<file path="config.mk">
export PLATFORM = sky130hd
export DESIGN_NAME = alu_decode_stage
export DESIGN_NICKNAME = d
export VERILOG_FILES = /design/src/rtl/alu_pkg.sv /design/src/rtl/alu_inst_decode.sv /design/src/rtl/alu_decode_stage.sv
export SDC_FILE = /design/constraint.sdc
export NUM_CORES = 1
export LEC_CHECK = 0
export ABC_AREA = 1
export CAP_MARGIN = 20
export CORE_MARGIN = 2
export CORE_UTILIZATION = 46
export CTS_CLUSTER_SIZE = 30
export DETAILED_ROUTE_END_ITERATION = 8
export GPL_ROUTABILITY_DRIVEN = 1
export GPL_TIMING_DRIVEN = 1
export PLACE_DENSITY = 0.87
export SLEW_MARGIN = 15
export SYNTH_ARGS = -nofsm -noshare
export SYNTH_HDL_FRONTEND = slang
export SYNTH_SLANG_ARGS = --single-unit
</file>
<file path="constraint.sdc">
create_clock -name clk -period 2.5 [get_ports clk]
set_input_delay 0.375 -clock clk [delete_from_list [all_inputs] [get_ports clk]]
set_output_delay 0.375 -clock clk [all_outputs]
set_load 0.005 [all_outputs]
</file>
<file path="src/rtl/alu_pkg.sv">
// Shared encodings and the decoded micro-op for the ALU decode stage.
// The ALU_DECODE_SKID_EN build option is consumed by alu_decode_stage, not here.
package alu_pkg;

   localparam logic [3:0] ALUC_ADDU = 4'b0000;
   localparam logic [3:0] ALUC_SUBU = 4'b0001;
   localparam logic [3:0] ALUC_ADD  = 4'b0010;
   localparam logic [3:0] ALUC_SUB  = 4'b0011;
   localparam logic [3:0] ALUC_AND  = 4'b0100;
   localparam logic [3:0] ALUC_OR   = 4'b0101;
   localparam logic [3:0] ALUC_XOR  = 4'b0110;
   localparam logic [3:0] ALUC_NOR  = 4'b0111;
   localparam logic [3:0] ALUC_LUI  = 4'b1000;
   localparam logic [3:0] ALUC_SLTU = 4'b1010;
   localparam logic [3:0] ALUC_SLT  = 4'b1011;
   localparam logic [3:0] ALUC_SRA  = 4'b1100;
   localparam logic [3:0] ALUC_SRL  = 4'b1101;
   localparam logic [3:0] ALUC_SLL  = 4'b1110;

   localparam logic [5:0] OP_RTYPE = 6'b000000;
   localparam logic [5:0] OP_ADDI  = 6'b001000;
   localparam logic [5:0] OP_ADDIU = 6'b001001;
   localparam logic [5:0] OP_SLTI  = 6'b001010;
   localparam logic [5:0] OP_SLTIU = 6'b001011;
   localparam logic [5:0] OP_ANDI  = 6'b001100;
   localparam logic [5:0] OP_ORI   = 6'b001101;
   localparam logic [5:0] OP_XORI  = 6'b001110;
   localparam logic [5:0] OP_LUI   = 6'b001111;

   localparam logic [5:0] FN_SLL  = 6'b000000;
   localparam logic [5:0] FN_SRL  = 6'b000010;
   localparam logic [5:0] FN_SRA  = 6'b000011;
   localparam logic [5:0] FN_SLLV = 6'b000100;
   localparam logic [5:0] FN_SRLV = 6'b000110;
   localparam logic [5:0] FN_SRAV = 6'b000111;
   localparam logic [5:0] FN_ADD  = 6'b100000;
   localparam logic [5:0] FN_ADDU = 6'b100001;
   localparam logic [5:0] FN_SUB  = 6'b100010;
   localparam logic [5:0] FN_SUBU = 6'b100011;
   localparam logic [5:0] FN_AND  = 6'b100100;
   localparam logic [5:0] FN_OR   = 6'b100101;
   localparam logic [5:0] FN_XOR  = 6'b100110;
   localparam logic [5:0] FN_NOR  = 6'b100111;
   localparam logic [5:0] FN_SLT  = 6'b101010;
   localparam logic [5:0] FN_SLTU = 6'b101011;

   typedef struct packed {
      logic [3:0]  aluc;
      logic [31:0] a;
      logic [31:0] b;
      logic [4:0]  dst;
      logic        wen;
      logic        illegal;
   } alu_uop_t;

   function automatic logic [31:0] sext16(input logic [15:0] imm);
      return {{16{imm[15]}}, imm};
   endfunction

endpackage

</file>
<file path="src/rtl/alu_inst_decode.sv">
// Combinational MIPS instruction to ALU micro-op mapping.
// Shift amounts travel in operand a, the shifted value in operand b.
module alu_inst_decode
   import alu_pkg::*;
(
   input  logic [31:0] inst,
   input  logic [31:0] rs,
   input  logic [31:0] rt,
   output alu_uop_t    uop
);

   logic [5:0]  opcode;
   logic [5:0]  funct;
   logic [4:0]  rt_idx;
   logic [4:0]  rd_idx;
   logic [4:0]  shamt;
   logic [15:0] imm;

   logic        legal;
   logic [3:0]  aluc;
   logic [31:0] op_a;
   logic [31:0] op_b;
   logic [4:0]  dst;

   // The rs register index is already resolved into the rs value by the register file.
   logic unused_rs_idx;
   assign unused_rs_idx = ^inst[25:21];

   assign opcode = inst[31:26];
   assign rt_idx = inst[20:16];
   assign rd_idx = inst[15:11];
   assign shamt  = inst[10:6];
   assign funct  = inst[5:0];
   assign imm    = inst[15:0];

   always_comb begin
      legal = 1'b1;
      aluc  = ALUC_ADDU;
      op_a  = rs;
      op_b  = rt;
      dst   = rd_idx;
      if (opcode == OP_RTYPE) begin
         case (funct)
            FN_ADD:  aluc = ALUC_ADD;
            FN_ADDU: aluc = ALUC_ADDU;
            FN_SUB:  aluc = ALUC_SUB;
            FN_SUBU: aluc = ALUC_SUBU;
            FN_AND:  aluc = ALUC_AND;
            FN_OR:   aluc = ALUC_OR;
            FN_XOR:  aluc = ALUC_XOR;
            FN_NOR:  aluc = ALUC_NOR;
            FN_SLT:  aluc = ALUC_SLT;
            FN_SLTU: aluc = ALUC_SLTU;
            FN_SLL: begin
               aluc = ALUC_SLL;
               op_a = {27'b0, shamt};
            end
            FN_SRL: begin
               aluc = ALUC_SRL;
               op_a = {27'b0, shamt};
            end
            FN_SRA: begin
               aluc = ALUC_SRA;
               op_a = {27'b0, shamt};
            end
            FN_SLLV: begin
               aluc = ALUC_SLL;
               op_a = {27'b0, rs[4:0]};
            end
            FN_SRLV: begin
               aluc = ALUC_SRL;
               op_a = {27'b0, rs[4:0]};
            end
            FN_SRAV: begin
               aluc = ALUC_SRA;
               op_a = {27'b0, rs[4:0]};
            end
            default: legal = 1'b0;
         endcase
      end else begin
         dst = rt_idx;
         case (opcode)
            OP_ADDI: begin
               aluc = ALUC_ADD;
               op_b = sext16(imm);
            end
            OP_ADDIU: begin
               aluc = ALUC_ADDU;
               op_b = sext16(imm);
            end
            OP_SLTI: begin
               aluc = ALUC_SLT;
               op_b = sext16(imm);
            end
            OP_SLTIU: begin
               aluc = ALUC_SLTU;
               op_b = sext16(imm);
            end
            OP_ANDI: begin
               aluc = ALUC_AND;
               op_b = {16'b0, imm};
            end
            OP_ORI: begin
               aluc = ALUC_OR;
               op_b = {16'b0, imm};
            end
            OP_XORI: begin
               aluc = ALUC_XOR;
               op_b = {16'b0, imm};
            end
            // The ALU itself moves the immediate into the upper half.
            OP_LUI: begin
               aluc = ALUC_LUI;
               op_a = '0;
               op_b = {16'b0, imm};
            end
            default: legal = 1'b0;
         endcase
      end

      uop         = '0;
      uop.illegal = 1'b1;
      if (legal) begin
         uop.aluc    = aluc;
         uop.a       = op_a;
         uop.b       = op_b;
         uop.dst     = dst;
         uop.wen     = (dst != 5'd0);
         uop.illegal = 1'b0;
      end
   end

endmodule

</file>
<file path="src/rtl/alu_decode_stage.sv">
// Registered decode stage in front of the ALU: decoder plus valid/ready output slice.
// Define ALU_DECODE_SKID_EN to add a skid entry so in_ready comes straight from a flop.
module alu_decode_stage
   import alu_pkg::*;
(
   input  logic        clk,
   input  logic        rst_n,
   input  logic        in_valid,
   output logic        in_ready,
   input  logic [31:0] in_inst,
   input  logic [31:0] in_rs,
   input  logic [31:0] in_rt,
   output logic        out_valid,
   input  logic        out_ready,
   output logic [3:0]  out_aluc,
   output logic [31:0] out_a,
   output logic [31:0] out_b,
   output logic [4:0]  out_dst,
   output logic        out_wen,
   output logic        out_illegal
);

   // Handshake: a beat moves on a rising edge where valid && ready; payload holds while valid && !ready.

   alu_uop_t dec_uop;
   alu_uop_t out_q;
   alu_uop_t out_d;
   logic     out_valid_q;
   logic     out_valid_d;
   logic     push;

   alu_inst_decode u_decode (
      .inst (in_inst),
      .rs   (in_rs),
      .rt   (in_rt),
      .uop  (dec_uop)
   );

`ifdef ALU_DECODE_SKID_EN
   alu_uop_t skid_q;
   alu_uop_t skid_d;
   logic     skid_valid_q;
   logic     skid_valid_d;
   logic     in_ready_q;
   logic     in_ready_d;

   assign in_ready = in_ready_q;
   assign push     = in_valid && in_ready_q;

   always_comb begin
      out_d        = out_q;
      out_valid_d  = out_valid_q;
      skid_d       = skid_q;
      skid_valid_d = skid_valid_q;
      if (!out_valid_q || out_ready) begin
         // The skid entry is older than anything on the input, so it drains first.
         if (skid_valid_q) begin
            out_d        = skid_q;
            out_valid_d  = 1'b1;
            skid_valid_d = 1'b0;
         end else if (push) begin
            out_d       = dec_uop;
            out_valid_d = 1'b1;
         end else begin
            out_valid_d = 1'b0;
         end
      end else if (push) begin
         skid_d       = dec_uop;
         skid_valid_d = 1'b1;
      end
      in_ready_d = !skid_valid_d;
   end

   always_ff @(posedge clk) begin
      if (!rst_n) begin
         out_q        <= '0;
         out_valid_q  <= 1'b0;
         skid_q       <= '0;
         skid_valid_q <= 1'b0;
         in_ready_q   <= 1'b1;
      end else begin
         out_q        <= out_d;
         out_valid_q  <= out_valid_d;
         skid_q       <= skid_d;
         skid_valid_q <= skid_valid_d;
         in_ready_q   <= in_ready_d;
      end
   end
`else
   assign in_ready = !out_valid_q || out_ready;
   assign push     = in_valid && in_ready;

   always_comb begin
      out_d       = out_q;
      out_valid_d = out_valid_q;
      if (push) begin
         out_d       = dec_uop;
         out_valid_d = 1'b1;
      end else if (out_ready) begin
         out_valid_d = 1'b0;
      end
   end

   always_ff @(posedge clk) begin
      if (!rst_n) begin
         out_q       <= '0;
         out_valid_q <= 1'b0;
      end else begin
         out_q       <= out_d;
         out_valid_q <= out_valid_d;
      end
   end
`endif

   assign out_valid   = out_valid_q;
   assign out_aluc    = out_q.aluc;
   assign out_a       = out_q.a;
   assign out_b       = out_q.b;
   assign out_dst     = out_q.dst;
   assign out_wen     = out_q.wen;
   assign out_illegal = out_q.illegal;

endmodule

</file>
# Yosys cells after proc, flatten, opt, wreduce, memory -nomap -nowiden
# Cells that the tools add are included.
# word_totals
ff_bits	76
latchBits	0
mem_bits_rw	0
romBits	0
in_bits	100
output_inout_bits	77
wordCells	61
memories	0
# op_classes
add_sub_neg	0
n_mul	0
div	0
order_cmp	0
eq_ne	23
n_shift	0
mux	15
bitwise_logic	0
reduce_logical	16
# ops
operator	count
32-bit one-hot mux with 2 select lines	2
32-bit 2-to-1 mux	3
75-bit 2-to-1 mux	1
6-bit equality test (second input constant)	10
6-bit by 4-bit equality test with 1-bit output (second input constant)	8
4-bit one-hot mux with 12 select lines	1
4-bit one-hot mux with 7 select lines	1
6-bit by 3-bit equality test with 1-bit output (second input constant)	3
16-bit OR reduction	1
6-bit by 2-bit equality test with 1-bit output (second input constant)	2
6-bit logical NOT	2
4-bit OR reduction	2
8-bit OR reduction	1
2-bit OR reduction	3
3-bit OR reduction	2
1-bit 2-to-1 mux	5
5-bit 2-to-1 mux	1
5-bit nonzero test	1
4-bit 2-to-1 mux	1
2-bit nonzero test	1
1-bit logical AND	1
1-bit logical NOT	1
1-bit logical OR	1

# Depth between registers and ports, before layout
# Gate-level depths: netlist (run 1).
# depth
depth_word	5
mapped_depth	11
mapped_depth_nobuf	11

# Modules after synthesis
# A second synthesis (run 1) with hierarchy kept.
# unflattened
cells_unflattened	819
hier_area_um2	4904.7
# by_module_without_submodules
mod	n_inst	cells_each	area_each_um2	seq_area_each_um2
alu_decode_stage	1	496	3432.0	1521.5
alu_inst_decode	1	323	1472.7	0.0

# Worst setup path after synthesis (run 1)
# No wires, ideal clock.
# synth_path
kind	input to register
from	input in_inst[3]
to	register out_q (netlist bit out_a[12])
setup_ns	0.132
arrival_time_ns	1.320
required_time_ns	2.368
setup_slack_ns	1.047
cell_stages	7
n_path_buf	1
cell_sequence	nor2_1 > nand3_2 > o21ai_4 > buf_4 > nor2_1 > nand4_1 > a21oi_1
# synth_between
elab_chain_len	5
elab_cells_between_ends	24
cone_classes	eq/ne (15); mux (5); reduce/logical (4)
# synth_lines
element	line	rtl
start, declared	alu_decode_stage.sv:10	input logic [31:0] in_inst,
6-bit equality test, or another cell as far along	alu_inst_decode.sv:43	case (funct)
16-bit OR reduction (no source line) / 3-bit OR reduction (equally long branches)	-	
1-bit 2-to-1 mux / 32-bit one-hot mux with 2 select lines (equally long branches)	alu_inst_decode.sv:43	
1-bit 2-to-1 mux / 32-bit 2-to-1 mux (equally long branches)	alu_inst_decode.sv:42	if (opcode == OP_RTYPE) begin
75-bit 2-to-1 mux (*)	alu_inst_decode.sv:123	if (legal) begin
end signal, assigned	alu_decode_stage.sv:109	out_q <= out_d;
end, declared	alu_decode_stage.sv:26	alu_uop_t out_q;
# Every way passes the cells marked *; elsewhere a longest branch is shown, timed or not.
# A chain may end at the register's enable or synchronous reset.

# Final worst setup path (run 1)
# layout_path
from	input in_inst[3]
to	register out_q (netlist bit out_illegal)
# layout_between
elab_chain_len	5
elab_cells_between_ends	20
cone_classes	eq/ne (15); mux (3); reduce/logical (2)
# layout_lines
element	line
6-bit equality test, or another cell as far along	alu_inst_decode.sv:43
16-bit OR reduction (no source line) (*)	-
1-bit 2-to-1 mux (*)	alu_inst_decode.sv:43
1-bit 2-to-1 mux (*)	alu_inst_decode.sv:42
75-bit 2-to-1 mux (*)	alu_inst_decode.sv:123
# Marked as above.

==> out/qor.csv, run 1 <==
metric,value,unit
status,"complete, no violations",
RSZ-0062 raised after global routing,no,
setup violators final,0,
Worst Hold Class,reg2reg,
DIE AREA,0.00954,mm^2
Power Density,446,mW/mm^2
max_slew headroom,71.7,%
syn nets,688,
HP Start,out_aluc[0],
CTS tree,yes,
starting density of the core,46.8,%
synthesis-to-layout area growth,47.7,%
placed cells,841,
grt ovf,0,
Avg Inst Size Synth,6.87,um^2
Post-DRT Antenna Nets,0,
worst-margin pin slew,423,ps
Root Buffer,clkbuf_8,
fin. max-slew vios,0,
vias in the first global route,4334,
Hold EP,out_aluc[0],
Reg2Reg Depth,6,
fmax,504,MHz
Placer Congestion,0.934,
Post-CTS Resized,0,
drt initial violations,248,
final hold vios,0,
Leakage,2.30,nW
Worst R2R Start,out_valid,
Tmin final,1990,ps
"commonest non-fill, non-tap cell in the layout",clkdlybuf4s50_1,
antenna diode count,0,
hold buffers post-CTS,0,
Tcrit/Tclk final,79.4,%
row cnt,34,
CTS sink count,76,
Top Ports,177,
Setup Total Neg Slack,0,ps
first-pass GRT wire length,20800,um
critical path endpoint category,flip-flop,
Tot GR Track Use,26.0,%
worst IR drop on VDD,0.267,mV
type of origin of the critical path,input pin,
number of distinct library cells after synthesis,31,
R2R Setup Slk,940,ps
critical path arrival,2230,ps
via count,4682,
Post-Synthesis Cells,588,
DRC Markers,0,
share of cells above drive strength 1,7.88,%
Reg2Reg Capture Point,out_a[16],
drt total wl,13000,um
largest net degree at the start of global routing,43,
post-route insts no fill,857,
Clock transition at path regs,70,ps
yosys warns,0,
Clock Tree Buf Depth,2,
drt pass-1 iters,5,
hpwl dp,9380,um
CP Class,in2reg,
routed vias/inst,5.46,
initial antenna violation count,0,
setup bufs post-CTS,0,
cts bufs inserted,9,
number of port buffers,171,
required time of the critical path,2740,ps
Avg WL per Cell,15.2,um
worst-path fanout max,31,
Max-cap violations,0,
H-tree depth,3,
Core ar.,0.00864,mm^2
"commonest cells after routing, fill and taps aside","clkdlybuf4s50_1 (171), nand2_1 (127), a21oi_1 (79)",
Nets,844,
Fin Clk Skew,7.43,ps
Hold Path Depth,2,
post-synthesis sequential area ratio,37.7,%
Die Y,97.7,um
register bit total from synthesis,76,
Post-Synthesis Cell Area,0.00404,mm^2
later-pin clock latency in the skew report,350,ps
Die X-Extent,97.7,um
## critical path, stage by stage
cell and delay, ps:
clkdlybuf4s50_1 480, nor2_1 300, nand3_1 160, nand2_1 110, nor2_1 50, nand3_2 90, buf_4 320, nand2_1 120
o21ai_0 160, inv_1 50
## power breakdown
part,internal (W),switching (W)
Sequential,0.00125,0.0000198
Clock,0.000363,0.000472
Combinational,0.000286,0.000272
Total,0.00190,0.000764
## stage by stage
step / instance area [um^2] / power, W / utilization (%) / worst slack (ps) / hold slack, ps
after floorplan: 4040 / 0.00155 / - / 1050 / 462
after global placement: 5800 / 0.00183 / 67.1 / 259 / 451
after detailed placement: 5800 / 0.00184 / 67.1 / 170 / 456
after CTS: 5960 / 0.00267 / 69.1 / 539 / 469
after global routing: 5960 / 0.00278 / 69.1 / 295 / 489
final: 5960 / 0.00266 / 69.1 / 514 / 468
## routing by layer
metal	part of all wire (%)	wire length (um)	track usage, %	vias to the layer above
met5	0	0	0	-
met4	3.2	419	11.3	0
met3	6.0	777	3.31	38
met2	49	6410	43.4	209
met1	42	5420	33.8	2151
li1	-	-	-	2284
## final cells by class
type | instances | area, um^2
fill | 752 | 2670
clock buffer | 11 | 131
timing repair buffer | 188 | 1850
sequential | 76 | 1520
multi-input combinational | 418 | 2090
inverter | 51 | 194
clock inverter | 5 | 36.3
tap | 108 | 135
## flip-flops by register name, indices dropped and copies added, names as in the netlist
name	cells
out_dst	5
out_wen	1
out_b	32
out_aluc	4
out_illegal	1
out_valid	1
out_a	32
## cell usage after synthesis
cell type / number / area, um^2
clkinv_1: 1 / 3.75
o221ai_1: 1 / 8.76
a21oi_4: 1 / 16.3
o21ai_1: 9 / 45.0
nor2_4: 4 / 45.0
nand3_1: 49 / 245
buf_4: 9 / 67.6
nand2_1: 127 / 477
dfxtp_1: 76 / 1520
buf_2: 14 / 70.1
nand2_2: 3 / 18.8
a211oi_1: 1 / 7.51
nor2_1: 50 / 188
o2111ai_1: 1 / 8.76
inv_4: 1 / 6.26
nand4_1: 44 / 275
a21oi_1: 79 / 395
buf_6: 2 / 22.5
buf_1: 3 / 11.3
or2_2: 1 / 6.26
clkbuf_1: 15 / 56.3
o21ai_0: 21 / 105
nand3_4: 1 / 17.5
inv_2: 8 / 30.0
nand3_2: 3 / 30.0
o21ai_4: 1 / 16.3
inv_1: 41 / 154
o21a_1: 16 / 120
o211ai_1: 2 / 15.0
nand2_4: 3 / 33.8
nor2_8: 1 / 20.0
## worst max path at each step
stage	start	end	slack [ps]	cells past startpoint
finish	in_inst[3]	out_illegal	510	10
global route	in_inst[3]	out_illegal	300	11
CTS	in_inst[29]	out_a[18]	540	10
detailed placement	in_inst[29]	out_a[18]	170	10
global placement	in_inst[31]	out_a[21]	260	9
floorplan	in_inst[3]	out_a[12]	1050	7
## logic make-up (layout without fill, tap and decap cells)
| kind of cell | Yosys count | in the layout | synth area share [%] |
|---|---|---|---|
| AOI/OAI and AO/OA | 132 | 132 | 18.3 |
| DFF | 76 | 76 | 37.7 |
| buffers and inverters | 94 | 255 | 10.4 |
| and+or+nand+nor | 286 | 286 | 33.6 |
No activity file was read; power rests on OpenSTA's default activity.
==> run 2, diff against run 1 <==
CORE_UTILIZATION = 43   (was 46)
PLACE_DENSITY = 0.82   (was 0.87)
clock period = 2 ns   (was 2.5 ns; I/O delays follow)
==> out/qor.csv, run 2 (synthesized netlist as in run 1, its figures left out) <==
metric,value,unit,change
Avg WL per Cell,15.3,um,was 15.2 um
CTS tree,yes,,unchanged
WHS,466,ps,was 468 ps
row cnt,35,,was 34
cts bufs inserted,9,,unchanged
R2R Setup Slk,580,ps,was 940 ps
fin. max-slew vios,0,,unchanged
Tmin final,1930,ps,
drt pass-1 iters,5,,unchanged
post-place setup slack,-295,ps,was 170 ps
H-tree depth,3,,unchanged
Power Density,584,mW/mm^2,was 446 mW/mm^2
CP Class,in2reg,,unchanged
Clock transition at path regs,90,ps,was 70 ps
starting density of the core,43.9,%,was 46.8%
antenna diode count,0,,unchanged
Placer Congestion,0.909,,was 0.934
type of origin of the critical path,input pin,,unchanged
CTS sink count,76,,unchanged
drt total wl,13600,um,"was 13,000 um"
DRC Markers,0,,unchanged
Root Buffer,clkbuf_8,,unchanged
largest net degree at the start of global routing,63,,was 43
Worst Hold Class,reg2reg,,unchanged
Die Y,101,um,was 97.7 um
worst IR drop on VDD,0.310,mV,was 0.267 mV
final core utilization,68.4,%,was 69.1%
initial antenna violation count,0,,unchanged
Tot Pwr,0.00367,W,was 0.00266 W
share of cells above drive strength 1,10.7,%,was 7.88%
Core ar.,0.00920,mm^2,was 0.00864 mm^2
setup violators final,0,,unchanged
DIE AREA,0.0102,mm^2,was 0.00954 mm^2
Fill cells,753,,was 752
"commonest non-fill, non-tap cell in the layout",clkdlybuf4s50_1,,unchanged
number of port buffers,171,,unchanged
Nets,868,,was 844
met2 WL post-DR,6740,um,was 6410 um
routed vias/inst,5.38,,was 5.46
Met1 Wirelength,5560,um,was 5420 um
DR WL met3,811,um,was 777 um
first-pass GRT wire length,21200,um,"was 20,800 um"
Post-DRT Antenna Nets,0,,unchanged
status,"complete, no violations",,unchanged
drt initial violations,224,,was 248
hpwl dp,9500,um,was 9380 um
DR top layer,met4,,unchanged
Clock Tree Buf Depth,2,,unchanged
max_slew headroom,56.8,%,was 71.7%
via count,4754,,"was 4,682"
Tot GR Track Use,25.5,%,was 26.0%
Tcrit/Tclk final,96.3,%,
Die X-Extent,101,um,was 97.7 um
critical path arrival,2150,ps,was 2230 ps
Top Ports,177,,unchanged
final worst slack,74.7,ps,was 514 ps
required time of the critical path,2220,ps,was 2740 ps
Fin Clk Skew,14.5,ps,was 7.43 ps
worst-margin pin slew,648,ps,was 423 ps
Max-cap violations,0,,unchanged
RSZ-0062 raised after global routing,no,,unchanged
worst-path fanout max,13,,was 31
grt ovf,0,,unchanged
synthesis-to-layout area growth,55.9,%,was 47.7%
fmax,519,MHz,
final hold vios,0,,unchanged
critical path endpoint category,flip-flop,,unchanged
"commonest cells after routing, fill and taps aside","clkdlybuf4s50_1 (171), nand2_1 (127), a21oi_1 (79)",,unchanged
vias in the first global route,4502,,"was 4,334"
later-pin clock latency in the skew report,350,ps,about the same
Leakage,2.48,nW,was 2.30 nW
[run 2: cell count changes in the layout (fill, tap and decap cells not counted)]
cell | previous run | this run
buf_4 | 16 | 32
clkbuf_1 | 2 | 1
o21ai_2 | 0 | 1
clkbuf_8 | 9 | 10
clkinv_2 | 1 | 0
inv_2 | 9 | 8
clkinvlp_4 | 3 | 2
buf_12 | 1 | 8
clkinv_1 | 0 | 1
bufinv_16 | 0 | 2
[run 2: through the flow]
step / area, um^2 / setup TNS (ps) / instances
after floorplan: 4040 / 0 / 588
after global placement: 6060 / -4520 / 867
after detailed placement: 6060 / -10440 / 867
after CTS: 6290 / 0 / 883
after global routing: 6290 / 0 / 884
final: 6290 / 0 / 884
[run 2: repair_timing]
action,in CTS,in global routing
setup buffers,0,0
setup endpoints to repair,0,27
hold buffers,0,0
gates resized for setup,0,0
[run 2: layout make-up]
class                           count  area [um^2]  area share [%]
Tap cell                          111          139            2.21
Clock buffer                       11          141            2.25
Multi-Input combinational cell    419         2100            33.4
Inverter                           51          194            3.08
Clock inverter                      5         83.8            1.33
Sequential cell                    76         1520            24.2
Timing Repair Buffer              211         2110            33.6
[run 2: layer usage]
layer	up-vias	track usage (%)
met5	-	0
met4	0	12.2
met3	40	2.64
met2	204	44.8
met1	2169	31.1
li1	2341	-
[run 2: path summary, 6_finish.rpt]
path	startpoint	to	cells after the start
max reg2reg	out_valid	out_b[21]	9
min reg2reg	out_a[26]	out_a[26]	2
max	in_inst[3]	out_a[8]	7
min	out_a[26]	out_a[26]	2
[run 2: report_power, final]
part	switching, W	total, W	internal, W	leakage (nW)
logic	0.000349	0.000749	0.000400	1.76
registers	0.0000234	0.00158	0.00156	0.617
clock network	0.000602	0.00134	0.000743	0.106
[run 2: worst max-delay path: stages]
cell and delay [ps]:
clkdlybuf4s50_1 470, nor2_1 290, nand3_2 240, o21ai_2 570
nor2_1 100, nand4_1 120, a21oi_1 60
